[src/rtl/eu_ybuf_arbiter_pkg.sv]
// eu_ybuf_arbiter_pkg: shared data types for the exec-unit ybuf arbiter and its result queue.
package eu_ybuf_arbiter_pkg;
  typedef logic [7:0] type_alu_local_addr;
  typedef logic [31:0] type_exec_unit_data;
  typedef enum logic {YBUF_OP0 = 1'b0, YBUF_OP1 = 1'b1} type_ybuf_port_sel;
  typedef struct packed {
    type_alu_local_addr addr;
    type_exec_unit_data data;
  } type_res_entry;
endpackage

[src/rtl/eu_ybuf_arbiter_pick2.sv]
// eu_rr_pick2: rotated priority encoder returning the first two requesters at or after ptr_i.
module eu_rr_pick2 #(
  parameter int N = 4,
  localparam int IW = (N > 1) ? $clog2(N) : 1
) (
  input  logic [N-1:0]  req_i,
  input  logic [IW-1:0] ptr_i,
  output logic [N-1:0]  win0_o,
  output logic [N-1:0]  win1_o,
  output logic          valid0_o,
  output logic          valid1_o,
  output logic [IW-1:0] idx0_o,
  output logic [IW-1:0] idx1_o
);
  logic [IW-1:0] j;
  always_comb begin
    valid0_o = 1'b0;
    valid1_o = 1'b0;
    idx0_o = '0;
    idx1_o = '0;
    j = '0;
    for (int k = 0; k < N; k++) begin
      j = IW'((int'(ptr_i) + k) % N);
      if (req_i[j] && !valid0_o) begin
        valid0_o = 1'b1;
        idx0_o = j;
      end else if (req_i[j] && !valid1_o) begin
        valid1_o = 1'b1;
        idx1_o = j;
      end
    end
  end
  assign win0_o = valid0_o ? N'(1) << idx0_o : '0;
  assign win1_o = valid1_o ? N'(1) << idx1_o : '0;
endmodule

[src/rtl/eu_ybuf_arbiter.sv]
// eu_ybuf_arbiter: round-robin sharing of the ybuf op0/op1 read ports plus an
// in-order retrying result queue feeding the ybuf store port.
module eu_ybuf_arbiter
  import eu_ybuf_arbiter_pkg::*;
#(
  parameter int NUM_REQ = 4,
  parameter int RES_Q_DEPTH = 4,
  parameter int RES_STALL_MAX = 8
) (
  input  logic               clk,
  input  logic               reset_n,
  input  logic [NUM_REQ-1:0] req_valid_i,
  input  type_alu_local_addr req_addr_i [NUM_REQ],
  output logic [NUM_REQ-1:0] req_grant_o,
  output logic [NUM_REQ-1:0] rsp_valid_o,
  output logic [NUM_REQ-1:0] rsp_hit_o,
  output type_exec_unit_data rsp_data_o [NUM_REQ],
  input  logic               res_valid_i,
  input  type_alu_local_addr res_addr_i,
  input  type_exec_unit_data res_data_i,
  output logic               res_ready_o,
  output logic               res_stall_o,
  output type_alu_local_addr ybuf_op0_addr_o,
  output logic               ybuf_op0_valid_o,
  output type_alu_local_addr ybuf_op1_addr_o,
  output logic               ybuf_op1_valid_o,
  input  type_exec_unit_data ybuf_op0_data_i,
  input  logic               ybuf_op0_success_i,
  input  type_exec_unit_data ybuf_op1_data_i,
  input  logic               ybuf_op1_success_i,
  output type_alu_local_addr ybuf_result_addr_o,
  output type_exec_unit_data ybuf_result_data_o,
  output logic               ybuf_result_valid_o,
  input  logic               ybuf_result_success_i
);
  localparam int IW = (NUM_REQ > 1) ? $clog2(NUM_REQ) : 1;
  localparam int AW = $clog2(RES_Q_DEPTH);
  localparam int CW = $clog2(RES_STALL_MAX + 1);
  logic [NUM_REQ-1:0] eligible, win0, win1, granted_q, granted_d;
  logic v0, v1;
  logic [IW-1:0] idx0, idx1, last, rr_ptr_q, rr_ptr_d;
  type_ybuf_port_sel sel_q [NUM_REQ];
  type_ybuf_port_sel sel_d [NUM_REQ];
  logic [AW:0] wr_q, wr_d, rd_q, rd_d;
  type_res_entry mem_q [RES_Q_DEPTH];
  type_res_entry mem_d [RES_Q_DEPTH];
  type_res_entry head;
  logic [CW-1:0] cnt_q, cnt_d;
  logic stall_q, stall_d, empty, full, push, pop;
  assign eligible = req_valid_i & ~granted_q;
  eu_rr_pick2 #(.N(NUM_REQ)) u_pick (
    .req_i(eligible), .ptr_i(rr_ptr_q),
    .win0_o(win0), .win1_o(win1),
    .valid0_o(v0), .valid1_o(v1),
    .idx0_o(idx0), .idx1_o(idx1)
  );
  assign req_grant_o = win0 | win1;
  assign ybuf_op0_valid_o = v0;
  assign ybuf_op1_valid_o = v1;
  assign ybuf_op0_addr_o = v0 ? req_addr_i[idx0] : '0;
  assign ybuf_op1_addr_o = v1 ? req_addr_i[idx1] : '0;
  assign rsp_valid_o = granted_q;
  always_comb begin
    last = v1 ? idx1 : idx0;
    rr_ptr_d = !v0 ? rr_ptr_q : (int'(last) == NUM_REQ - 1) ? '0 : last + 1'b1;
    granted_d = win0 | win1;
    for (int i = 0; i < NUM_REQ; i++) begin
      sel_d[i] = win1[i] ? YBUF_OP1 : YBUF_OP0;
      rsp_hit_o[i] = granted_q[i] & ((sel_q[i] == YBUF_OP1) ? ybuf_op1_success_i : ybuf_op0_success_i);
      rsp_data_o[i] = !granted_q[i] ? '0 : (sel_q[i] == YBUF_OP1) ? ybuf_op1_data_i : ybuf_op0_data_i;
    end
  end
  // Pointers carry one extra wrap bit so full and empty are distinguishable.
  assign empty = wr_q == rd_q;
  assign full = (wr_q[AW] != rd_q[AW]) && (wr_q[AW-1:0] == rd_q[AW-1:0]);
  assign push = res_valid_i & ~full;
  assign pop = ybuf_result_success_i & ~empty;
  assign head = mem_q[rd_q[AW-1:0]];
  assign res_ready_o = ~full;
  assign res_stall_o = stall_q;
  assign ybuf_result_valid_o = ~empty;
  assign ybuf_result_addr_o = empty ? '0 : head.addr;
  assign ybuf_result_data_o = empty ? '0 : head.data;
  always_comb begin
    mem_d = mem_q;
    if (push) mem_d[wr_q[AW-1:0]] = {res_addr_i, res_data_i};
    wr_d = wr_q + (AW + 1)'(push);
    rd_d = rd_q + (AW + 1)'(pop);
    cnt_d = (pop || empty) ? '0 : (int'(cnt_q) == RES_STALL_MAX) ? cnt_q : cnt_q + 1'b1;
    stall_d = int'(cnt_d) == RES_STALL_MAX;
  end
  always_ff @(posedge clk or negedge reset_n) begin
    if (!reset_n) begin
      granted_q <= '0;
      sel_q <= '{default: YBUF_OP0};
      rr_ptr_q <= '0;
      wr_q <= '0;
      rd_q <= '0;
      mem_q <= '{default: '0};
      cnt_q <= '0;
      stall_q <= 1'b0;
    end else begin
      granted_q <= granted_d;
      sel_q <= sel_d;
      rr_ptr_q <= rr_ptr_d;
      wr_q <= wr_d;
      rd_q <= rd_d;
      mem_q <= mem_d;
      cnt_q <= cnt_d;
      stall_q <= stall_d;
    end
  end
endmodule

[config.mk]
export PLATFORM = sky130hd
export DESIGN_NAME = eu_ybuf_arbiter
export DESIGN_NICKNAME = d
export VERILOG_FILES = /design/src/rtl/eu_ybuf_arbiter_pkg.sv /design/src/rtl/eu_ybuf_arbiter_pick2.sv /design/src/rtl/eu_ybuf_arbiter.sv
export SDC_FILE = /design/constraint.sdc
export NUM_CORES = 1
export LEC_CHECK = 0
export ABC_AREA = 1
export CORE_UTILIZATION = 30
export CTS_BUF_LIST = sky130_fd_sc_hd__clkbuf_8
export DETAILED_ROUTE_END_ITERATION = 12
export PLACE_DENSITY = 0.56
export RECOVER_POWER = 50
export REMOVE_ABC_BUFFERS = 1
export SYNTH_ARGS = -nofsm -noshare
export SYNTH_HDL_FRONTEND = slang
export SYNTH_HIERARCHICAL = 1
export SYNTH_SLANG_ARGS = --single-unit
export TNS_END_PERCENT = 100
[constraint.sdc]
create_clock -name clk -period 5.4 [get_ports clk]
set_input_delay 0.81 -clock clk [delete_from_list [all_inputs] [get_ports clk]]
set_output_delay 0.81 -clock clk [all_outputs]
set_load 0.01 [all_outputs]
==> results_dict.tcl <==
set metrics [dict create \
    vias 13300 \
    p_leak_nw 7.55 \
    area_growth_syn_to_layout_pct 35.7 \
    worstMarginPinSlew_ns 2.47 \
    synthArstFlopShare_pct 100 \
    numPortBuffers 346 \
    critical_path.max_stage_delay_ns 0.64 \
    overflow 0 \
    rsz0062_at_grt "false" \
    seq_area_frac_synth_pct 38.9 \
    grt_max_degree 93 \
    die_w_um 199 \
    min-delay-start "mem_q[88]" \
    p_per_area_nw_per_um2 719 \
    seqPwrFrac_pct 20.8 \
    grt.total_usage_pct 24.2 \
    min_to "mem_q[88]" \
    start_kind "input port" \
    hold_class "reg2reg" \
    fin_crit_sh_pct 91.2 \
    drive_gt1_share_pct 3.83 \
    period_needed_ns 4.93 \
    routed_wl_um 48500 \
    cp_cell_sequence "clkdlybuf4s50_1, inv_1, nor2_1, inv_1, nand2_1, nand3_1, nand2_2, nor2_1, nand2_1, nand2_1, nor2_2, a21oi_1, clkbuf_1, nor2_1, or2_2, clkdlybuf4s50_1" \
    netlist_top_cells_area "dfrtp_1 (39%), nand2_1 (14%), nor2_1 (12%)" \
    cts_tree "built" \
    cp.required_ns 4.59 \
    grt_pass1_wl_um 74100 \
    detail-route-antenna-nets 0 \
    dieHeight_um 199 \
    p_switching_mw 5.61 \
    hold_viol_final 0 \
    grt_pass1_vias 12600 \
    ys_ff_latch 181 \
    max_freq_mhz 203 \
    r2r_slack_ns 0.69 \
    postCtsHoldBufs 0 \
    irDropWorstVdd_uv 362 \
    path_max_fanout 18 \
    clkPwrFrac_pct 9.2 \
    synth_top_cells_by_count "nand2_1 (449), nor2_1 (364), o21ai_0 (230)" \
    final_nets 2173 \
    yosysWarningCount 6 \
    htreeDepth 4 \
    cap_violations 8 \
    yosysMostFrequentCell "nand2_1" \
    switching_share_pct 49.4 \
    die_area_um2 39600 \
    synth_edf_count 0 \
    ys.flop_type "dfrtp_1" \
    clk_pin_slew_worst_paths_ns 0.10 \
    post_synth.cell_area_avg_um2 6.58 \
    p_int_mw 5.74 \
    cp_slowest_cell "clkbuf_1" \
    cts_made_buffers 17 \
    insertion_delay_ns 0.47 \
    synth_top_cell_area_share_pct 38.9 \
    dp_hpwl_um 30600 \
    crit_type "in2out" \
    drv_slew 330 \
    synth_area_um2 11600 \
    antenna_found_initial 9 \
    outcome "finished with violations" \
    synth_cell_types 27 \
    viasPerCell 5.21 \
    combinationalPowerShare_pct 70.0 \
    finish.utilization_pct 41.6 \
    rr_worst_depth 8 \
    fin_total_pwr_mw 11.3 \
    setup-violations-final 0 \
    io_pins 347 \
    whs_path_depth 2 \
    cts_buffer_depth 2 \
    start_util_pct 30.7 \
    first_iter_violations 945 \
    critPathArrivalTime_ns 4.12 \
    avgRoutedWirePerCell_um 19.0 \
    fin_worst_skew_ns 0.0212 \
    worstReg2RegStart "wr_q[1]" \
    violations "capacitance limit, slew limit" \
    std_cell_rows 71 \
    clkSinkCount 181 \
    cts_resized 0 \
    core_area_um2 37900 \
    cts_setup_buffers 0 \
    synth_top_area_cell "dfrtp_1" \
    firstDrtPassIters 5 \
    place_congestion 0.841 \
    worstReg2RegEnd "mem_q[55]" \
    drc_errors 0 \
    crit_path_end_kind "output pin" \
    root_buffer "clkbuf_8" \
    syn_inst 1768 \
    maxSlewHeadroom_pct -65.0 \
]
power by group through the flow:
stage | Clock (mW) | Combinational (mW) | Sequential (mW)
after floorplan | 0 | 3.98 | 2.45
after global placement | 0 | 7.90 | 2.36
after detailed placement | 0 | 7.99 | 2.38
after CTS | 1.08 | 8.01 | 2.35
after global routing | 1.13 | 8.72 | 2.44
final | 1.05 | 7.94 | 2.36
final cells by class:
type	instances	area (um2)
multi-input combinational	1343	6100
fill	4018	22100
sequential	181	4530
clock inverter	15	211
tap	511	639
inverter	99	379
clock buffer	17	234
timing repair buffer	379	3670
antenna	8	20.0
how the worst max path moves through the flow:
stage	start	to	depth (start not counted)
finish	req_valid_i[3]	req_grant_o[0]	16
global route	req_valid_i[3]	ybuf_op0_addr_o[7]	15
CTS	req_valid_i[3]	ybuf_op0_addr_o[3]	16
detailed placement	req_valid_i[3]	ybuf_op0_addr_o[3]	16
global placement	req_valid_i[3]	ybuf_op0_addr_o[3]	16
floorplan	rd_q[0]	mem_q[100]	7
worst max-delay path, delay by kind of cell:
| family | cells | cell delay (ns) |
|---|---|---|
| AND/OR/NAND/NOR | 10 | 1.56 |
| AO/OA/AOI/OAI | 1 | 0.11 |
| buffers and inverters | 5 | 1.63 |
layer usage:
metal / track usage (%) / share of wire (%) / vias to the layer above
met1: 29.4 / 40 / 6426
met4: 10.1 / 3.1 / 2
met5: 0 / 0.027 / -
met2: 41.8 / 50 / 475
met3: 4.46 / 6.8 / 62
li1: - / - / 6344
state kept, by name (all words and copies together) (netlist names):
signal       count
rr_ptr_q         2
rd_q             3
rsp_valid_o      4
mem_q          160
res_stall_o      1
cnt_q            4
sel_q            4
wr_q             3
cell families (layout without fill, tap and decap cells):
group	Yosys count	after routing	synth area share, %
fa+ha+maj	6	6	0.645
other cells	0	8	0
compound gates	322	322	14.6
xor+xnor	4	4	0.301
buf+inv	244	510	8.64
flops	181	181	38.9
simple gates	1011	1011	36.9
per-stage QoR:
step                      cells  worst slack, ns  hold slack [ns]  area [um2]  setup TNS [ns]
after CTS                  2545            0.645            0.440       15900               0
after detailed placement   2513            0.658            0.453       15400               0
after global placement     2513            0.748            0.448       15400               0
after global routing       2552            0.174            0.495       15800               0
final                      2553            0.474            0.474       15800               0
after floorplan            1623           -0.136            0.437       11000          -10.87
layout by cell type, fill, tap and decap left out, types with 3 or more instances in the layout:
master	count
a21oi_1	36
buf_4	21
bufinv_16	3
clkbuf_1	11
clkbuf_8	17
clkdlybuf4s50_1	343
dfrtp_1	180
diode_2	8
ha_1	6
inv_1	92
inv_2	6
inv_6	4
inv_8	4
nand2_1	451
nand2_2	4
nand3_1	21
nand4_1	162
nor2_1	362
nor2_4	3
o211ai_1	16
o21ai_0	230
o22ai_1	40
or2_2	5
xor2_1	3
(Power assumes the default switching activity.)
